### src/rtl/router_pkg.sv
// -----------------------------------------------------------------------------
// router_pkg
//
// Shared definitions for the router output-port drain engine.
//
// Contents:
//   state_e                 - drain FSM states (IDLE, WAIT, PRESENT, STALL)
//   LEN_MSB / LEN_LSB       - header field holding the payload length
//   ADDR_MSB / ADDR_LSB     - header field holding the destination address
//   DEFAULT_TIMEOUT_CYCLES  - un-read cycles tolerated before a FIFO flush
//   DEFAULT_TMR_W           - timer width that can hold DEFAULT_TIMEOUT_CYCLES
//   hdr_len() / hdr_addr()  - header field extractors
// -----------------------------------------------------------------------------
package router_pkg;

    // Drain FSM states.
    typedef enum logic [1:0] {
        ST_IDLE    = 2'd0,  // no packet in flight, waiting for FIFO data
        ST_WAIT    = 2'd1,  // FIFO read issued, data arrives this cycle
        ST_PRESENT = 2'd2,  // byte offered to the destination
        ST_STALL   = 2'd3   // mid-packet, FIFO ran dry
    } state_e;

    // Header layout: [7:2] payload length, [1:0] address.
    localparam int LEN_MSB  = 7;
    localparam int LEN_LSB  = 2;
    localparam int ADDR_MSB = 1;
    localparam int ADDR_LSB = 0;

    localparam int LEN_W  = LEN_MSB - LEN_LSB + 1;
    localparam int ADDR_W = ADDR_MSB - ADDR_LSB + 1;

    // Default flush timeout and a timer width that can count up to it.
    localparam int DEFAULT_TIMEOUT_CYCLES = 30;
    localparam int DEFAULT_TMR_W          = 5;

    // Payload length carried in a header byte.
    function automatic logic [LEN_W-1:0] hdr_len(input logic [7:0] hdr);
        return hdr[LEN_MSB:LEN_LSB];
    endfunction

    // Destination address carried in a header byte.
    function automatic logic [ADDR_W-1:0] hdr_addr(input logic [7:0] hdr);
        return hdr[ADDR_MSB:ADDR_LSB];
    endfunction

endpackage : router_pkg

### src/rtl/router_timeout_ctr.sv
// -----------------------------------------------------------------------------
// router_timeout_ctr
//
// Clear/enable up-counter with a terminal-count flag. Used by the output port
// to measure how long a byte has been offered without being read.
//
// Parameters:
//   TIMEOUT_CYCLES - terminal count is flagged when the count equals
//                    TIMEOUT_CYCLES-1 (the last tolerated un-read cycle)
//   TMR_W          - counter width; 2**TMR_W must exceed TIMEOUT_CYCLES
//
// Ports:
//   clock   in  system clock, rising edge
//   resetn  in  synchronous active-low reset
//   clr_i   in  force the count to zero next cycle (wins over en_i)
//   en_i    in  increment the count next cycle
//   tc_o    out count has reached TIMEOUT_CYCLES-1
// -----------------------------------------------------------------------------
module router_timeout_ctr
    import router_pkg::*;
#(
    parameter int TIMEOUT_CYCLES = DEFAULT_TIMEOUT_CYCLES,
    parameter int TMR_W          = DEFAULT_TMR_W
) (
    input  logic clock,
    input  logic resetn,
    input  logic clr_i,
    input  logic en_i,
    output logic tc_o
);

    logic [TMR_W-1:0] cnt_q;
    logic [TMR_W-1:0] cnt_d;

    // NOTE: every combinational output gets a default assignment first, so no
    // path through the block leaves it unassigned and no latch is inferred.
    always_comb begin
        cnt_d = cnt_q;
        if (clr_i) begin
            cnt_d = '0;
        end else if (en_i) begin
            cnt_d = cnt_q + TMR_W'(1);
        end
    end

    // NOTE: sequential state is updated with non-blocking assignments so every
    // flop samples the pre-edge values, independent of block ordering.
    always_ff @(posedge clock) begin
        if (!resetn) begin
            cnt_q <= '0;
        end else begin
            cnt_q <= cnt_d;
        end
    end

    assign tc_o = (cnt_q == TMR_W'(TIMEOUT_CYCLES - 1));

endmodule : router_timeout_ctr

### src/rtl/router_out_port.sv
// -----------------------------------------------------------------------------
// router_out_port
//
// Read-side drain engine for one router output channel. Pulls one packet at a
// time from a registered-read FIFO (one-cycle read latency), offers each byte
// to the destination with a vld_out/dst_read handshake, checks the trailing
// parity byte, and flushes the FIFO if the destination stops reading.
//
// Packet: header {len[5:0], addr[1:0]}, len payload bytes, parity byte equal
// to the XOR of header and payload.
//
// Parameters:
//   TIMEOUT_CYCLES - consecutive un-read vld_out cycles before a flush
//   TMR_W          - timeout timer width, 2**TMR_W > TIMEOUT_CYCLES
//
// Ports:
//   clock            in   system clock, rising edge
//   resetn           in   synchronous active-low reset
//   fifo_empty       in   FIFO empty flag
//   fifo_data[7:0]   in   FIFO read data, valid the cycle after fifo_rd
//   fifo_rd          out  FIFO read enable (combinational)
//   fifo_soft_reset  out  one-cycle FIFO flush on timeout (combinational)
//   dst_read         in   destination takes data_out this cycle
//   vld_out          out  data_out holds a byte for the destination
//   data_out[7:0]    out  byte offered to the destination
//   pkt_done         out  registered pulse after the parity byte is taken
//   parity_err       out  with pkt_done when the parity byte mismatched
//   timeout          out  registered pulse the cycle after fifo_soft_reset
// -----------------------------------------------------------------------------
module router_out_port
    import router_pkg::*;
#(
    parameter int TIMEOUT_CYCLES = DEFAULT_TIMEOUT_CYCLES,
    parameter int TMR_W          = DEFAULT_TMR_W
) (
    input  logic       clock,
    input  logic       resetn,
    input  logic       fifo_empty,
    input  logic [7:0] fifo_data,
    output logic       fifo_rd,
    output logic       fifo_soft_reset,
    input  logic       dst_read,
    output logic       vld_out,
    output logic [7:0] data_out,
    output logic       pkt_done,
    output logic       parity_err,
    output logic       timeout
);

    state_e           state_q;
    logic [7:0]       data_q;        // byte on data_out, held while not valid
    logic             hdr_q;         // the byte in flight is the header
    logic [LEN_W-1:0] remaining_q;   // bytes still to come after the current one
    logic [7:0]       par_acc_q;     // running XOR of header and payload
    logic             pkt_done_q;
    logic             parity_err_q;
    logic             timeout_q;

    logic             last_byte;     // current byte is the parity byte
    logic             tmr_clr;
    logic             tmr_en;
    logic             tmr_tc;

    assign vld_out   = (state_q == ST_PRESENT);
    assign last_byte = (remaining_q == '0);

    // The timer only runs while a byte is offered and not taken; any accept or
    // any other state restarts it so each byte gets a full timeout window.
    assign tmr_clr = !vld_out || dst_read;
    assign tmr_en  = vld_out && !dst_read;

    router_timeout_ctr #(
        .TIMEOUT_CYCLES (TIMEOUT_CYCLES),
        .TMR_W          (TMR_W)
    ) u_timeout_ctr (
        .clock  (clock),
        .resetn (resetn),
        .clr_i  (tmr_clr),
        .en_i   (tmr_en),
        .tc_o   (tmr_tc)
    );

    // FIFO strobes are decoded from the current state so the read lands in the
    // same cycle the decision is made. Reset masks them because IDLE alone
    // would otherwise read a non-empty FIFO while reset is held.
    always_comb begin
        fifo_rd         = 1'b0;
        fifo_soft_reset = 1'b0;
        if (resetn) begin
            unique case (state_q)
                ST_IDLE, ST_STALL: begin
                    fifo_rd = !fifo_empty;
                end
                ST_PRESENT: begin
                    if (dst_read) begin
                        fifo_rd = !last_byte && !fifo_empty;
                    end else begin
                        fifo_soft_reset = tmr_tc;
                    end
                end
                default: begin
                end
            endcase
        end
    end

    always_ff @(posedge clock) begin
        if (!resetn) begin
            state_q      <= ST_IDLE;
            data_q       <= 8'h00;
            hdr_q        <= 1'b0;
            remaining_q  <= '0;
            par_acc_q    <= 8'h00;
            pkt_done_q   <= 1'b0;
            parity_err_q <= 1'b0;
            timeout_q    <= 1'b0;
        end else begin
            pkt_done_q   <= 1'b0;
            parity_err_q <= 1'b0;
            timeout_q    <= 1'b0;

            unique case (state_q)
                ST_IDLE: begin
                    if (!fifo_empty) begin
                        hdr_q   <= 1'b1;
                        state_q <= ST_WAIT;
                    end
                end

                ST_WAIT: begin
                    data_q <= fifo_data;
                    if (hdr_q) begin
                        // Payload plus the parity byte. A length of 63 wraps
                        // to 0 in the 6-bit counter.
                        remaining_q <= hdr_len(fifo_data) + LEN_W'(1);
                        par_acc_q   <= fifo_data;
                    end
                    state_q <= ST_PRESENT;
                end

                ST_PRESENT: begin
                    if (dst_read) begin
                        if (last_byte) begin
                            pkt_done_q   <= 1'b1;
                            parity_err_q <= (par_acc_q != data_q);
                            state_q      <= ST_IDLE;
                        end else begin
                            remaining_q <= remaining_q - LEN_W'(1);
                            // The header already seeded the accumulator.
                            if (!hdr_q) begin
                                par_acc_q <= par_acc_q ^ data_q;
                            end
                            hdr_q   <= 1'b0;
                            state_q <= fifo_empty ? ST_STALL : ST_WAIT;
                        end
                    end else if (tmr_tc) begin
                        // Flush: the FIFO is cleared by fifo_soft_reset this
                        // cycle, so whatever is left of the packet is dropped.
                        hdr_q       <= 1'b0;
                        remaining_q <= '0;
                        par_acc_q   <= 8'h00;
                        timeout_q   <= 1'b1;
                        state_q     <= ST_IDLE;
                    end
                end

                ST_STALL: begin
                    if (!fifo_empty) begin
                        state_q <= ST_WAIT;
                    end
                end

                default: begin
                    state_q <= ST_IDLE;
                end
            endcase
        end
    end

    assign data_out   = data_q;
    assign pkt_done   = pkt_done_q;
    assign parity_err = parity_err_q;
    assign timeout    = timeout_q;

endmodule : router_out_port

### config.mk
export PLATFORM = sky130hd
export DESIGN_NAME = router_out_port
export DESIGN_NICKNAME = d
export VERILOG_FILES = /design/src/rtl/router_pkg.sv /design/src/rtl/router_timeout_ctr.sv /design/src/rtl/router_out_port.sv
export SDC_FILE = /design/constraint.sdc
export NUM_CORES = 1
export LEC_CHECK = 0
export CAP_MARGIN = 20
export CORE_MARGIN = 2
export CORE_UTILIZATION = 60
export DETAILED_ROUTE_END_ITERATION = 12
export DONT_BUFFER_PORTS = 1
export GPL_TIMING_DRIVEN = 0
export PLACE_DENSITY = 0.8
export SYNTH_ARGS = -nofsm -noshare
export SYNTH_HDL_FRONTEND = slang
export SYNTH_SLANG_ARGS = --single-unit
### constraint.sdc
create_clock -name clock -period 3.5 [get_ports clock]
set_clock_uncertainty 0.1 [all_clocks]
set_input_delay 0.525 -clock clock [delete_from_list [all_inputs] [get_ports clock]]
set_output_delay 0.525 -clock clock [all_outputs]
set_load 0.05 [all_outputs]
-- Word level (Yosys, flattened, before mapping)
Index checks and enable logic that the tools add are counted.
- word-level logic and storage cells: 76
- input bits: 12
- output and inout bits: 14
- register bits: 33
- reductions and logical operators: 20
- bitwise operators: 3
- add/subtract/negate cells: 3
- equal/unequal tests: 11
- multiplexer cells: 30
- operators with widths (kind ; count):
    two-way mux 8 bit ; 5
    two-way mux 6 bit ; 4
    one-hot mux 8 bit (2 select lines) ; 1
    one-hot mux 6 bit (2 select lines) ; 1
    AND reduction 4 bit ; 3
    two-way mux 1 bit ; 11
    two-way mux 2 bit ; 5
    inequality test 8 bit ; 1
    bitwise XOR 8 bit ; 1
    adder 6 x 1 -> 6 bit (second input constant) ; 1
    zero test 6 bit ; 1
    inequality test 2 bit (second input constant) ; 3
    inequality test 3 bit (second input constant) ; 2
    one-hot mux 2 bit (3 select lines) ; 1
    subtractor 6 x 1 -> 6 bit (second input constant) ; 1
    adder 5 x 1 -> 5 bit (second input constant) ; 1
    == test 5 bit (second input constant) ; 1
    AND reduction 5 bit ; 1
    == test 2 bit (second input constant) ; 2
    zero test 1 bit ; 4
    one-hot mux 1 bit (2 select lines) ; 2
    nonzero test 2 bit ; 2
    OR reduction 2 bit ; 2
    inequality test 3 x 2 -> 1 bit (second input constant) ; 1
    other kinds (8) ; 10

-- Logic depth before layout (Yosys ltp)
- word-level depth: 6
- depth in mapped cells: 8
- depth with buffers taken out: 6

-- Hierarchy
Synthesis repeated with hierarchy kept, for this count alone.
- cells, all modules: 216
- area, all modules: 1935.6 um^2
- modules (own cells, without submodules) (module ; area an instance (um^2) ; sequential area each (um^2) ; cells each ; times used):
    router_out_port ; 1669.1 ; 560.5 ; 190 ; 1
    router_timeout_ctr ; 266.5 ; 100.1 ; 26 ; 1

-- Least setup slack after synthesis
No wires, ideal clock.
- kind: register to output
- start: register state_q[0]
- end: output port fifo_rd
- path buffers: 2
- path slack: 561 ps
- cell stages (with the launch flop): 9
- arrival: 2314 ps
- data required time: 2875 ps
- path through: dfxtp_1 -> inv_1 -> ha_1 -> buf_2 -> nand2_1 -> buf_2 -> nand2_1 -> nand4_1 -> nor2_1
- elaborated cells on any way between the ends: 6
- those cells by class: eq/ne (2); mux (2); reduce/logical (2)
- RTL lines (item ; line ; source):
    start, declared ; router_out_port.sv:50 ; state_e state_q;
    start signal, assigned ; router_out_port.sv:154 ; state_q <= fifo_empty ? ST_STALL : ST_WAIT;
    == test 2 bit ; - ;
    via vld_out ; router_out_port.sv:43 ; output logic vld_out,
    one-hot mux 1 bit (2 select lines) ; router_out_port.sv:90 ; unique case (state_q)
    two-way mux 1 bit ; router_out_port.sv:89 ; if (resetn) begin
    end, declared ; router_out_port.sv:40 ; output logic fifo_rd,
The timed path passes the listed nets, and every way through them passes these cells.

-- Worst setup path in the final report
Same ends and word-level chain as after synthesis.

==> results by group <==
Timing
  • Min Clock Period, post-route: 3.317 ns
  • Setup TNS: 0 ns
  • Final Hold Fails: 0
  • Pins Over Slew Limit: 0
  • Setup violators final: 0
  • Slew headroom: 41.31%
  • Final worst-path cycle share: 94.76%
  • RSZ-0062 raised after global routing: false
  • Slew of the pin with the lowest slew margin: 0.8771 ns
  • Fmax: 0.3015 GHz

Setup path
  • Crit Path Max Fanout: 10
  • Crit. Startpoint: state_q[0]$_SDFFE_PN0P_
  • Worst path cell trace: inv_1 > ha_1 > buf_2 > nand2_1 > buf_2 > nand2_1 > nand4_1 > nor2_4
  • Critical path buffers and inverters: 3
  • Startpoint class of the critical path: flop
  • CP endpoint kind: primary output
  • Path type of the worst setup path: reg2out
  • Reg-to-reg startpoint: state_q[0]$_SDFFE_PN0P_
  • Worst endpoint data arrival time: 2.69 ns
  • Slowest CP cell: ha_1
  • Max incr delay on CP: 0.52 ns
  • Delay-heaviest family, CP: simple AND/OR/NAND/NOR gates
  • Critical Path RT: 2.87 ns

Logic synthesis
  • Syn nets: 243
  • Syn Area/Cell: 8.742 um^2
  • Synth Register Bits: 33
  • Synth Area in Simple Gates: 22.85%
  • Top FF cell, synth: dfxtp_1
  • Distinct cells, synth: 45
  • Yosys warning total: 0
  • Leading area contributor after synthesis: dfxtp_1
  • Post-Synthesis Cells: 223
  • Mux cell area share after synthesis: 5.199%
  • Top cells by area, synth: dfxtp_1 (34%), xor2_1 (5.8%), ha_1 (5.1%), o21ai_0 (5.1%), mux2i_1 (4.6%)
  • Adder-cell share of the synthesized area: 5.135%
  • Post-synth top cells: dfxtp_1 (33), o21ai_0 (20), nor2_1 (17)
  • Most common cell in the netlist: dfxtp_1
  • Post-Synth XOR/XNOR Area: 6.290%
  • Number of flops mapped to enable cells by yosys: 0
  • Largest family of logic cells by synthesized area: simple AND/OR/NAND/NOR gates
  • Mapped cell area: 0.001949 mm^2
  • Post-synthesis compound-gate area fraction: 21.25%
  • Post-synth top area share: 33.89%
  • Sequential-to-total area share from yosys stat: 33.89%
  • Async SR Flop Fraction: 0%

CTS
  • Cts hold-fix bufs: 0
  • Clk sinks: 33
  • Clock Path Buffers: 2
  • Post-CTS setup buffers: 0
  • Worst skew pair latency: 0.35 ns
  • Worst-path clk slew: 0.10 ns
  • CTS tree: done
  • CTS root buffer: clkbuf_4
  • TritonCTS Buffers: 5
  • H-tree depth: 2

Min path
  • Hold Startpoint: fifo_empty
  • Hold crit path type: in2reg

Floorplanning
  • Die H: 61 um
  • Horiz. Die Dim: 61 um
  • Placement Rows: 20
  • Starting Density: 63.33%
  • Die ar.: 0.003721 mm^2
  • Ports: 26
  • Area of the core region: 0.003078 mm^2

Place
  • # port buffers: 0
  • Post-DP HPWL: 3099 um
  • RePlAce Congestion: 0.8299
  • Number of instances in the placed design: 267

GRT
  • Total GRT Usage: 24.33%
  • First-pass GRT wire length: 6555 um
  • Initial antenna violation count: 0
  • Total global routing overflow: 0
  • Pin count of the biggest net entering global routing: 11
  • Number of global-route vias before repair: 1,418

Layout
  • Final nets: 250
  • Share of layout cells above drive strength 1: 9.957%
  • Register area: 660.6 um^2
  • Ant. Diodes: 0
  • Fillers: 255
  • Synthesis-to-layout area growth: 5.841%
  • Fin cells: 275
  • Layout Utilization: 67.03%
  • Area of the multi-input gates: 0.001191 mm^2

Routing
  • Initial DRT Pass Iterations: 4
  • Total Routed Length: 4272 um
  • Via count: 1,658
  • Initial DRC count: 107
  • WL per Instance: 15.53 um
  • Vias per cell: 6.029
  • DRT antenna net count: 0
  • DRC viols: 0

Status
  • Status: finished clean

Power
  • PwrDens: 795.9 mW/mm^2
  • Leakage: 0.8186 nW
  • Maximum vdd drop: 0.0004501 V

Run
  • Max-Cap Viols: 0
[sequential cells by signal, indices dropped and copies added (netlist names)]
signal,count
data_out,8
hdr_q,1
par_acc_q,8
parity_err,1
pkt_done,1
remaining_q,6
state_q,2
timeout,1
u_timeout_ctr.cnt_q,5
[area by class of cell]
cell class | count | area share [%]
Multi-Input combinational cell | 168 | 57.73
Sequential cell | 33 | 32.02
Buffer | 12 | 3.275
Tap cell | 44 | 2.668
Clock buffer | 6 | 2.001
Inverter | 10 | 1.819
Clock inverter | 2 | 0.4851
[cells in the final DEF (no fill, tap or decap), drive strengths merged, types with 7 or more instances in the layout]
cell type and n:
nand2 12, o21ai 22, mux2i 9, inv 9
clkbuf 12, ha 8, o311ai 8, a21oi 13
dfxtp 33, xor2 13, and4b 7, nor2b 10
nor2 17
[cells by family after synthesis]
kind of cell	after synthesis
buffers and inverters	22
AO/OA/AOI/OAI	61
AND/OR/NAND/NOR	75
flip-flops	33
multiplexers	10
XOR/XNOR	14
adder cells (fa/ha/maj)	8
[worst paths after layout]
path,slack (ns),cells after the start,endpoint
min,0.22,2,state_q[1]$_SDFFE_PN0P_
max reg2reg,1.06,7,remaining_q[3]$_SDFFE_PN0P_
max,0.18,8,fifo_rd
min reg2reg,0.37,1,u_timeout_ctr.cnt_q[0]$_SDFFE_PP0N_
[where the power goes]
part	switching, mW	internal [mW]	leakage [nW]	total [mW]
sequential	0.154	0.468	0.269	0.622
clock	0.130	0.0763	0.0320	0.206
combinational	0.476	0.337	0.518	0.813
[routing by layer]
layer	wire, um	global-route usage [%]
met4	62	10.87
met3	379	7.249
met5	0	0
met1	1954	32.55
met2	1876	36.25
[worst register-to-register path, stage by stage, from the launching register on]
cell	delay (ns)
dfxtp_1	0.34
inv_1	0.08
ha_1	0.52
buf_2	0.32
mux2_2	0.23
a21boi_1	0.32
o21ai_0	0.17
a32o_1	0.28
[stage by stage]
step	area, um^2	setup slack (ns)	hold slack (ns)	power (mW)
floorplan	1949	0.5614	0.3334	1.259
global placement	2004	0.2524	0.3499	1.421
detailed placement	2004	0.2512	0.3563	1.429
CTS	2058	0.08001	0.2244	1.635
global route	2063	0.02753	0.2213	1.751
finish	2063	0.1833	0.2181	1.642
[timing repair]
| item | 4_1_cts | 5_1_grt |
|---|---|---|
| gates cloned | 0 | 0 |
| setup endpoints to repair | 1 | 1 |
| resized for setup | 1 | 1 |
(Power assumes the default switching activity.)
